--- config.mk ---
export PLATFORM = sky130hd
export DESIGN_NAME = control_sequencer_flat
export DESIGN_NICKNAME = d
export VERILOG_FILES = /design/src/rtl/cpu_pkg.sv /design/src/rtl/control_sequencer_if.sv /design/src/rtl/branch_cond.sv /design/src/rtl/control_sequencer.sv /design/src/flat_wrapper.sv
export SDC_FILE = /design/constraint.sdc
export NUM_CORES = 1
export LEC_CHECK = 0
export BUFFER_PORTS_ARGS = -buffer_cell sky130_fd_sc_hd__clkbuf_2
export CAP_MARGIN = 15
export CORE_MARGIN = 2
export CORE_UTILIZATION = 45
export DETAILED_ROUTE_END_ITERATION = 16
export GPL_TIMING_DRIVEN = 0
export PLACE_DENSITY = 0.78
export SLEW_MARGIN = 20
export SYNTH_ARGS = -nofsm -noshare
export SYNTH_HDL_FRONTEND = slang
export SYNTH_SLANG_ARGS = --single-unit
--- constraint.sdc ---
create_clock -name clk -period 1.95 [get_ports clk]
set_input_delay 0.195 -clock clk [delete_from_list [all_inputs] [get_ports clk]]
set_output_delay 0.195 -clock clk [all_outputs]
set_load 0.1 [all_outputs]
--- src/rtl/cpu_pkg.sv ---
// Shared CPU definitions: field widths, opcode/func encodings, flag indices,
// sequencer step codes and the control-strobe bundle.
package cpu_pkg;

  localparam int unsigned OPCODE_WIDTH = 4;
  localparam int unsigned FUNC_WIDTH   = 4;
  localparam int unsigned STATE_WIDTH  = 3;
  localparam int unsigned FLAGS_WIDTH  = 4;

  typedef logic [OPCODE_WIDTH-1:0] opcode_t;
  typedef logic [FUNC_WIDTH-1:0]   func_t;

  // Opcodes (instr_hi[7:4]); 0111 is the single undefined opcode
  localparam opcode_t RTYPE = 4'h0;
  localparam opcode_t ADDI  = 4'h1;
  localparam opcode_t SUBI  = 4'h2;
  localparam opcode_t ANDI  = 4'h3;
  localparam opcode_t ORI   = 4'h4;
  localparam opcode_t XORI  = 4'h5;
  localparam opcode_t CMPI  = 4'h6;
  localparam opcode_t UNDEF = 4'h7;
  localparam opcode_t STACK = 4'h8;
  localparam opcode_t RCALL = 4'h9;
  localparam opcode_t RJMP  = 4'hA;
  localparam opcode_t JE    = 4'hB;
  localparam opcode_t JNE   = 4'hC;
  localparam opcode_t JB    = 4'hD;
  localparam opcode_t JAE   = 4'hE;
  localparam opcode_t JL    = 4'hF;

  // R-type func codes (instr_lo[3:0]); 9..15 are undefined
  localparam func_t ADD = 4'h0;
  localparam func_t SUB = 4'h1;
  localparam func_t AND = 4'h2;
  localparam func_t OR  = 4'h3;
  localparam func_t XOR = 4'h4;
  localparam func_t LSR = 4'h5;
  localparam func_t LSL = 4'h6;
  localparam func_t ASR = 4'h7;
  localparam func_t CMP = 4'h8;

  // Stack-group sub-operations, carried in the func field of STACK
  localparam func_t SF_PUSH  = 4'h0;
  localparam func_t SF_PUSHF = 4'h1;
  localparam func_t SF_POP   = 4'h2;
  localparam func_t SF_POPF  = 4'h3;
  localparam func_t SF_RET   = 4'h4;

  localparam int unsigned FLAG_Z = 0;
  localparam int unsigned FLAG_C = 1;
  localparam int unsigned FLAG_N = 2;
  localparam int unsigned FLAG_V = 3;

  typedef enum logic [STATE_WIDTH-1:0] {
    S_FETCH_HI = 3'd0,
    S_FETCH_LO = 3'd1,
    S_2        = 3'd2,
    S_3        = 3'd3,
    S_4        = 3'd4,
    S_5        = 3'd5
  } step_e;

  typedef enum logic [3:0] {
    CL_ALU,
    CL_CMP,
    CL_PUSH,
    CL_PUSHF,
    CL_POP,
    CL_POPF,
    CL_RET,
    CL_RCALL,
    CL_RJMP,
    CL_BRANCH,
    CL_ILLEGAL
  } iclass_e;

  typedef struct packed {
    logic mem_read;
    logic mem_write;
    logic ir_hi_we;
    logic ir_lo_we;
    logic pc_inc;
    logic pc_write;
    logic sp_write;
    logic reg_write;
    logic flags_write;
    logic instr_done;
    logic illegal;
  } strobes_t;

  // Collapse opcode/func into the execute-sequence class
  function automatic iclass_e decode_class(input opcode_t opcode, input func_t func);
    iclass_e cls;
    cls = CL_ILLEGAL;
    case (opcode)
      RTYPE: begin
        case (func)
          ADD, SUB, AND, OR, XOR, LSR, LSL, ASR: cls = CL_ALU;
          CMP:                                   cls = CL_CMP;
          default:                               cls = CL_ILLEGAL;
        endcase
      end
      ADDI, SUBI, ANDI, ORI, XORI: cls = CL_ALU;
      CMPI:                        cls = CL_CMP;
      STACK: begin
        case (func)
          SF_PUSH:  cls = CL_PUSH;
          SF_PUSHF: cls = CL_PUSHF;
          SF_POP:   cls = CL_POP;
          SF_POPF:  cls = CL_POPF;
          SF_RET:   cls = CL_RET;
          default:  cls = CL_ILLEGAL;
        endcase
      end
      RCALL:                   cls = CL_RCALL;
      RJMP:                    cls = CL_RJMP;
      JE, JNE, JB, JAE, JL:    cls = CL_BRANCH;
      default:                 cls = CL_ILLEGAL;
    endcase
    return cls;
  endfunction

endpackage

--- src/rtl/control_sequencer_if.sv ---
// Sequencer <-> datapath/memory bundle: decoded instruction fields and flags in,
// step counter and control strobes out.
interface control_sequencer_if;
  import cpu_pkg::*;

  logic [OPCODE_WIDTH-1:0] opcode;
  logic [FUNC_WIDTH-1:0]   func;
  logic [FLAGS_WIDTH-1:0]  flags;
  logic                    mem_ready;

  logic [STATE_WIDTH-1:0]  state;
  logic                    mem_read;
  logic                    mem_write;
  logic                    ir_hi_we;
  logic                    ir_lo_we;
  logic                    pc_inc;
  logic                    pc_write;
  logic                    sp_write;
  logic                    reg_write;
  logic                    flags_write;
  logic                    instr_done;
  logic                    illegal;

  modport master (
    input  opcode, func, flags, mem_ready,
    output state, mem_read, mem_write, ir_hi_we, ir_lo_we, pc_inc, pc_write,
           sp_write, reg_write, flags_write, instr_done, illegal
  );

  modport slave (
    output opcode, func, flags, mem_ready,
    input  state, mem_read, mem_write, ir_hi_we, ir_lo_we, pc_inc, pc_write,
           sp_write, reg_write, flags_write, instr_done, illegal
  );

endinterface

--- src/rtl/branch_cond.sv ---
// Conditional-branch evaluator: decides whether a Jcc opcode is taken from the
// current {V,N,C,Z} flags. Non-branch opcodes report not-taken.
module branch_cond
  import cpu_pkg::*;
(
  input  logic [OPCODE_WIDTH-1:0] opcode_i,
  input  logic [FLAGS_WIDTH-1:0]  flags_i,
  output logic                    take_o
);

  always_comb begin
    take_o = 1'b0;
    case (opcode_i)
      JE:      take_o =  flags_i[FLAG_Z];
      JNE:     take_o = ~flags_i[FLAG_Z];
      JB:      take_o =  flags_i[FLAG_C];
      JAE:     take_o = ~flags_i[FLAG_C];
      JL:      take_o =  flags_i[FLAG_N] ^ flags_i[FLAG_V];
      default: take_o = 1'b0;
    endcase
  end

endmodule

--- src/rtl/control_sequencer.sv ---
// Multicycle control FSM: two-byte fetch, decode, per-instruction execute steps.
// Strobes are combinational from the step, decoded class, flags and mem_ready.
module control_sequencer
  import cpu_pkg::*;
(
  input  logic                 clk,
  input  logic                 reset,
  control_sequencer_if.master  bus
);

  step_e    state_q;
  step_e    state_d;
  strobes_t strb;
  iclass_e  cls;
  logic     take;

  assign cls = decode_class(bus.opcode, bus.func);

  branch_cond u_branch_cond (
    .opcode_i (bus.opcode),
    .flags_i  (bus.flags),
    .take_o   (take)
  );

  always_ff @(posedge clk) begin
    if (reset) begin
      state_q <= S_FETCH_HI;
    end else begin
      state_q <= state_d;
    end
  end

  // Next step and strobes; a memory step holds until mem_ready
  always_comb begin
    state_d = state_q;
    strb    = '0;

    case (state_q)
      S_FETCH_HI: begin
        strb.mem_read = 1'b1;
        if (bus.mem_ready) begin
          strb.ir_hi_we = 1'b1;
          strb.pc_inc   = 1'b1;
          state_d       = S_FETCH_LO;
        end
      end

      S_FETCH_LO: begin
        strb.mem_read = 1'b1;
        if (bus.mem_ready) begin
          strb.ir_lo_we = 1'b1;
          strb.pc_inc   = 1'b1;
          state_d       = S_2;
        end
      end

      S_2: begin
        case (cls)
          CL_ALU: begin
            strb.reg_write   = 1'b1;
            strb.flags_write = 1'b1;
            strb.instr_done  = 1'b1;
            state_d          = S_FETCH_HI;
          end
          CL_CMP: begin
            strb.flags_write = 1'b1;
            strb.instr_done  = 1'b1;
            state_d          = S_FETCH_HI;
          end
          CL_PUSH, CL_PUSHF, CL_RCALL: begin
            state_d = S_3;
          end
          CL_POP, CL_POPF, CL_RET: begin
            strb.sp_write = 1'b1;
            state_d       = S_3;
          end
          CL_RJMP: begin
            strb.pc_write   = 1'b1;
            strb.instr_done = 1'b1;
            state_d         = S_FETCH_HI;
          end
          CL_BRANCH: begin
            strb.pc_write   = take;
            strb.instr_done = 1'b1;
            state_d         = S_FETCH_HI;
          end
          default: begin
            strb.illegal    = 1'b1;
            strb.instr_done = 1'b1;
            state_d         = S_FETCH_HI;
          end
        endcase
      end

      S_3: begin
        case (cls)
          CL_PUSH, CL_PUSHF, CL_RCALL: begin
            strb.sp_write = 1'b1;
            state_d       = S_4;
          end
          CL_POP, CL_POPF, CL_RET: begin
            strb.mem_read = 1'b1;
            if (bus.mem_ready) begin
              strb.reg_write   = (cls == CL_POP);
              strb.flags_write = (cls == CL_POPF);
              strb.pc_write    = (cls == CL_RET);
              strb.instr_done  = 1'b1;
              state_d          = S_FETCH_HI;
            end
          end
          default: begin
            strb.instr_done = 1'b1;
            state_d         = S_FETCH_HI;
          end
        endcase
      end

      S_4: begin
        case (cls)
          CL_PUSH, CL_PUSHF, CL_RCALL: begin
            strb.mem_write = 1'b1;
            if (bus.mem_ready) begin
              if (cls == CL_RCALL) begin
                state_d = S_5;
              end else begin
                strb.instr_done = 1'b1;
                state_d         = S_FETCH_HI;
              end
            end
          end
          default: begin
            strb.instr_done = 1'b1;
            state_d         = S_FETCH_HI;
          end
        endcase
      end

      S_5: begin
        strb.pc_write   = (cls == CL_RCALL);
        strb.instr_done = 1'b1;
        state_d         = S_FETCH_HI;
      end

      default: begin
        state_d = S_FETCH_HI;
      end
    endcase

    // Reset abandons any step or pending access and silences every strobe
    if (reset) begin
      state_d = S_FETCH_HI;
      strb    = '0;
    end
  end

  assign bus.state       = STATE_WIDTH'(state_q);
  assign bus.mem_read    = strb.mem_read;
  assign bus.mem_write   = strb.mem_write;
  assign bus.ir_hi_we    = strb.ir_hi_we;
  assign bus.ir_lo_we    = strb.ir_lo_we;
  assign bus.pc_inc      = strb.pc_inc;
  assign bus.pc_write    = strb.pc_write;
  assign bus.sp_write    = strb.sp_write;
  assign bus.reg_write   = strb.reg_write;
  assign bus.flags_write = strb.flags_write;
  assign bus.instr_done  = strb.instr_done;
  assign bus.illegal     = strb.illegal;

endmodule

--- src/flat_wrapper.sv ---
// flat-port wrapper written by rule: the top's interface ports become plain ports
module control_sequencer_flat import cpu_pkg::*;
  (clk, reset, bus_opcode, bus_func, bus_flags, bus_mem_ready, bus_state, bus_mem_read, bus_mem_write, bus_ir_hi_we, bus_ir_lo_we, bus_pc_inc, bus_pc_write, bus_sp_write, bus_reg_write, bus_flags_write, bus_instr_done, bus_illegal);
  control_sequencer_if bus_i ();
  input  logic clk;
  input  logic reset;
  input wire logic [$bits(bus_i.opcode)-1:0] bus_opcode;
  input wire logic [$bits(bus_i.func)-1:0] bus_func;
  input wire logic [$bits(bus_i.flags)-1:0] bus_flags;
  input wire logic [$bits(bus_i.mem_ready)-1:0] bus_mem_ready;
  output wire logic [$bits(bus_i.state)-1:0] bus_state;
  output wire logic [$bits(bus_i.mem_read)-1:0] bus_mem_read;
  output wire logic [$bits(bus_i.mem_write)-1:0] bus_mem_write;
  output wire logic [$bits(bus_i.ir_hi_we)-1:0] bus_ir_hi_we;
  output wire logic [$bits(bus_i.ir_lo_we)-1:0] bus_ir_lo_we;
  output wire logic [$bits(bus_i.pc_inc)-1:0] bus_pc_inc;
  output wire logic [$bits(bus_i.pc_write)-1:0] bus_pc_write;
  output wire logic [$bits(bus_i.sp_write)-1:0] bus_sp_write;
  output wire logic [$bits(bus_i.reg_write)-1:0] bus_reg_write;
  output wire logic [$bits(bus_i.flags_write)-1:0] bus_flags_write;
  output wire logic [$bits(bus_i.instr_done)-1:0] bus_instr_done;
  output wire logic [$bits(bus_i.illegal)-1:0] bus_illegal;
  assign bus_i.opcode = bus_opcode;
  assign bus_i.func = bus_func;
  assign bus_i.flags = bus_flags;
  assign bus_i.mem_ready = bus_mem_ready;
  assign bus_state = bus_i.state;
  assign bus_mem_read = bus_i.mem_read;
  assign bus_mem_write = bus_i.mem_write;
  assign bus_ir_hi_we = bus_i.ir_hi_we;
  assign bus_ir_lo_we = bus_i.ir_lo_we;
  assign bus_pc_inc = bus_i.pc_inc;
  assign bus_pc_write = bus_i.pc_write;
  assign bus_sp_write = bus_i.sp_write;
  assign bus_reg_write = bus_i.reg_write;
  assign bus_flags_write = bus_i.flags_write;
  assign bus_instr_done = bus_i.instr_done;
  assign bus_illegal = bus_i.illegal;
  control_sequencer u_core (.clk(clk), .reset(reset), .bus(bus_i));
endmodule
==> qor.csv <==
metric;value;unit
status;finished, violations left;
failing checks;setup timing;
biggest area consumer among synthesized cells;dfxtp_1;
PortBufs;26;
routed via count;1290;
wire per inst;25.6;um
Seq/Total Area, Yosys;0.0758;
1st-pass router iterations;8;
total power draw;0.640;mW
CP arrival;2050;ps
crit-path max FO;10;
Post-synth ARST share;0;
RD Place Congestion;0.814;
Final Critical Period;2240;ps
first-pass GRT wire length;5450;um
die area;2110;um^2
prevailing post-synth register cell;dfxtp_1;
VDD IR-drop max;0.513;mV
non-filler cells, final;175;
top cell type's share of synthesized area;0.0758;
final cycle utilization of the critical path;1.15;
Worst-Skew Late Latency;240;ps
die height;46.0;um
post-detail-place hpwl;1940;um
Max H-tree Level;1;
Antenna Nets Post-Route;0;
CP cell instances;clkbuf_16, buf_6, nor2_1, nand2_2, o21ai_4, buf_4, or3b_4, a31oi_4, clkbuf_16;
Vias/cell;7.37;
Antenna Cells;0;
worst-case reg-to-reg path depth;5;
WP buf/inv;4;
layout cells sized above 1;0.595;
Crit. End Element;output pin;
internal power;0.309;mW
Synthesized Nets;129;
Initial Utilization;0.469;
worst path required time;1750;ps
post-route cell area;1610;um^2
max_cap viols;0;
hold path depth;5;
area post-placement;1240;um^2
Slew Limit Fails;0;
Sw Pwr;0.331;mW
row cnt;15;
Clock transition at path regs;40;ps
Yosys warning total;0;
largest net degree at the start of global routing;12;
syn_area_per_cell;6.95;um^2
gr usage total;0.356;
critical path's top delay family;simple AND/OR/NAND/NOR gates;
library cells used by synthesis;51;
die width;46.0;um
area used by multi-input combinational logic;965;um^2
Num Clock Sinks;3;
WL final;4480;um
area added between synthesis and finish;104;%
power density over the cells;397;nW/um^2
Mapped Area;792;um^2
Synth Instances;114;
Placement Setup Slack;-674;ps
total CTS buffers;3;
R2R Setup Slk;520;ps
most frequent cells in the layout;buf_4, nor2_1, clkbuf_2;
slew margin rel.;0.426;
Iteration-0 DRC Markers;146;
Hold Buf Count CTS;0;
Lkg Pwr;0.643;nW
max incr delay on CP;400;ps
top cells by area, synth;dfxtp_1, nor2_1, nand2b_1, nor2b_1, nor3b_4;
unrepaired setup endpoints after global routing;yes;
Post-synth EDFFs;0;
CTS tree;done;
vias in the first global route;1090;
Setup CP Type;primary input to output pin;
hold crit path type;primary input to flop;
Synth Register Bits;3;
# IOs;29;
Storage cell area;71.3;um^2
Sw Ratio;0.517;
logic depth of the worst path, buffers included;9;
Max Buffers Root-to-Sink;2;
Final Net Count;174;
Filler Cells Inserted;41;
clock root buffer;clkbuf_4;
Largest register FFs;3;
type of origin of the critical path;primary input;
Logic pwr share;0.701;
final critical-path setup slack;-292;ps
clock power share;0.176;
Residual DRC;0;
Layout Skew;9.16;ps
Sequential Power Share;0.123;
Placed Instances;157;
Overflow after GRT;0;
CP dominant cell by count;clkbuf_16;
Max Freq;446;MHz
commonest non-fill, non-tap cell in the layout;buf_4;
final hold vios;0;
slowest CP cell;or3b_4;
core area;1690;um^2
Finish-stage setup viols;6;
worst slew pin tran;860;ps
initial antenna violation count;0;
## synth_stat cells (all sizes together), types with 2 or more instances
| master | number |
|---|---|
| a21oi | 7 |
| nor3 | 3 |
| nand2b | 6 |
| or2 | 2 |
| nor3b | 4 |
| nor4b | 3 |
| a21boi | 3 |
| buf | 3 |
| inv | 3 |
| a21o | 2 |
| clkbuf | 6 |
| dfxtp | 3 |
| a211oi | 3 |
| nand2 | 8 |
| o21ai | 5 |
| o311ai | 2 |
| o221ai | 2 |
| nand3 | 4 |
| nor2b | 6 |
| nor2 | 11 |
| o22ai | 3 |
## power groups by stage
stage	combinational (mW)	sequential [mW]	clock [mW]
after floorplan	0.255	0.110	0
after global placement	0.351	0.0716	0
after detailed placement	0.359	0.0719	0
after CTS	0.396	0.0778	0.110
after global routing	0.459	0.0791	0.114
final	0.448	0.0789	0.113
## worst register-to-register path: stages (launching register included)
cell and delay [ps]:
dfxtp_4 340, buf_4 180, a21oi_1 210, a21oi_1 70
or2_2 280, a41o_1 240
## kinds of logic after synthesis
logic type                count (synthesis)  share of synthesized area
buffers and inverters                    12                     0.0616
AOI/OAI and AO/OA                        41                      0.389
and+or+nand+nor                          57                      0.463
DFF                                       3                     0.0758
xor gates and xnor gates                  1                     0.0111
## cell type report
class / instances / area share
multi-input combinational: 99 / 0.598
timing repair buffer: 42 / 0.266
buffer: 7 / 0.0551
sequential: 3 / 0.0442
clock buffer: 4 / 0.0163
tap: 17 / 0.0132
inverter: 3 / 0.00698
## final timing paths
path                       startpoint                   to
setup / recovery        bus_opcode[2]         bus_pc_write
hold / removal                  reset  u_core.bus.state[0]
setup reg to reg  u_core.bus.state[2]  u_core.bus.state[0]
hold reg to reg   u_core.bus.state[1]  u_core.bus.state[0]
## repair_timing
item | CTS | global route
resized for setup | 36 | 20
pin swaps | 13 | 8
buffers inserted | 13 | 4
endpoints found under the hold margin | 0 | 0
endpoints found under the setup margin | 8 | 10
## through the flow
| step | hold slack, ps | utilization | TNS, ps |
|---|---|---|---|
| 2_1_floorplan | 548 | - | -3480 |
| 4_1_cts | 455 | 0.907 | -634 |
| 3_5_place_dp | 690 | 0.733 | -2710 |
| 3_3_place_gp | 680 | 0.733 | -2460 |
| 6_report | 511 | 0.955 | -925 |
| 5_1_grt | 486 | 0.955 | -1320 |
## metal layers
layer | global-route usage | part of all wire | vias up
met5 | 0 | 0 | -
met4 | 0.0971 | 0.082 | 0
met2 | 0.647 | 0.46 | 136
li1 | - | - | 524
met1 | 0.436 | 0.35 | 574
met3 | 0.0317 | 0.11 | 56
(Power assumes the default switching activity.)
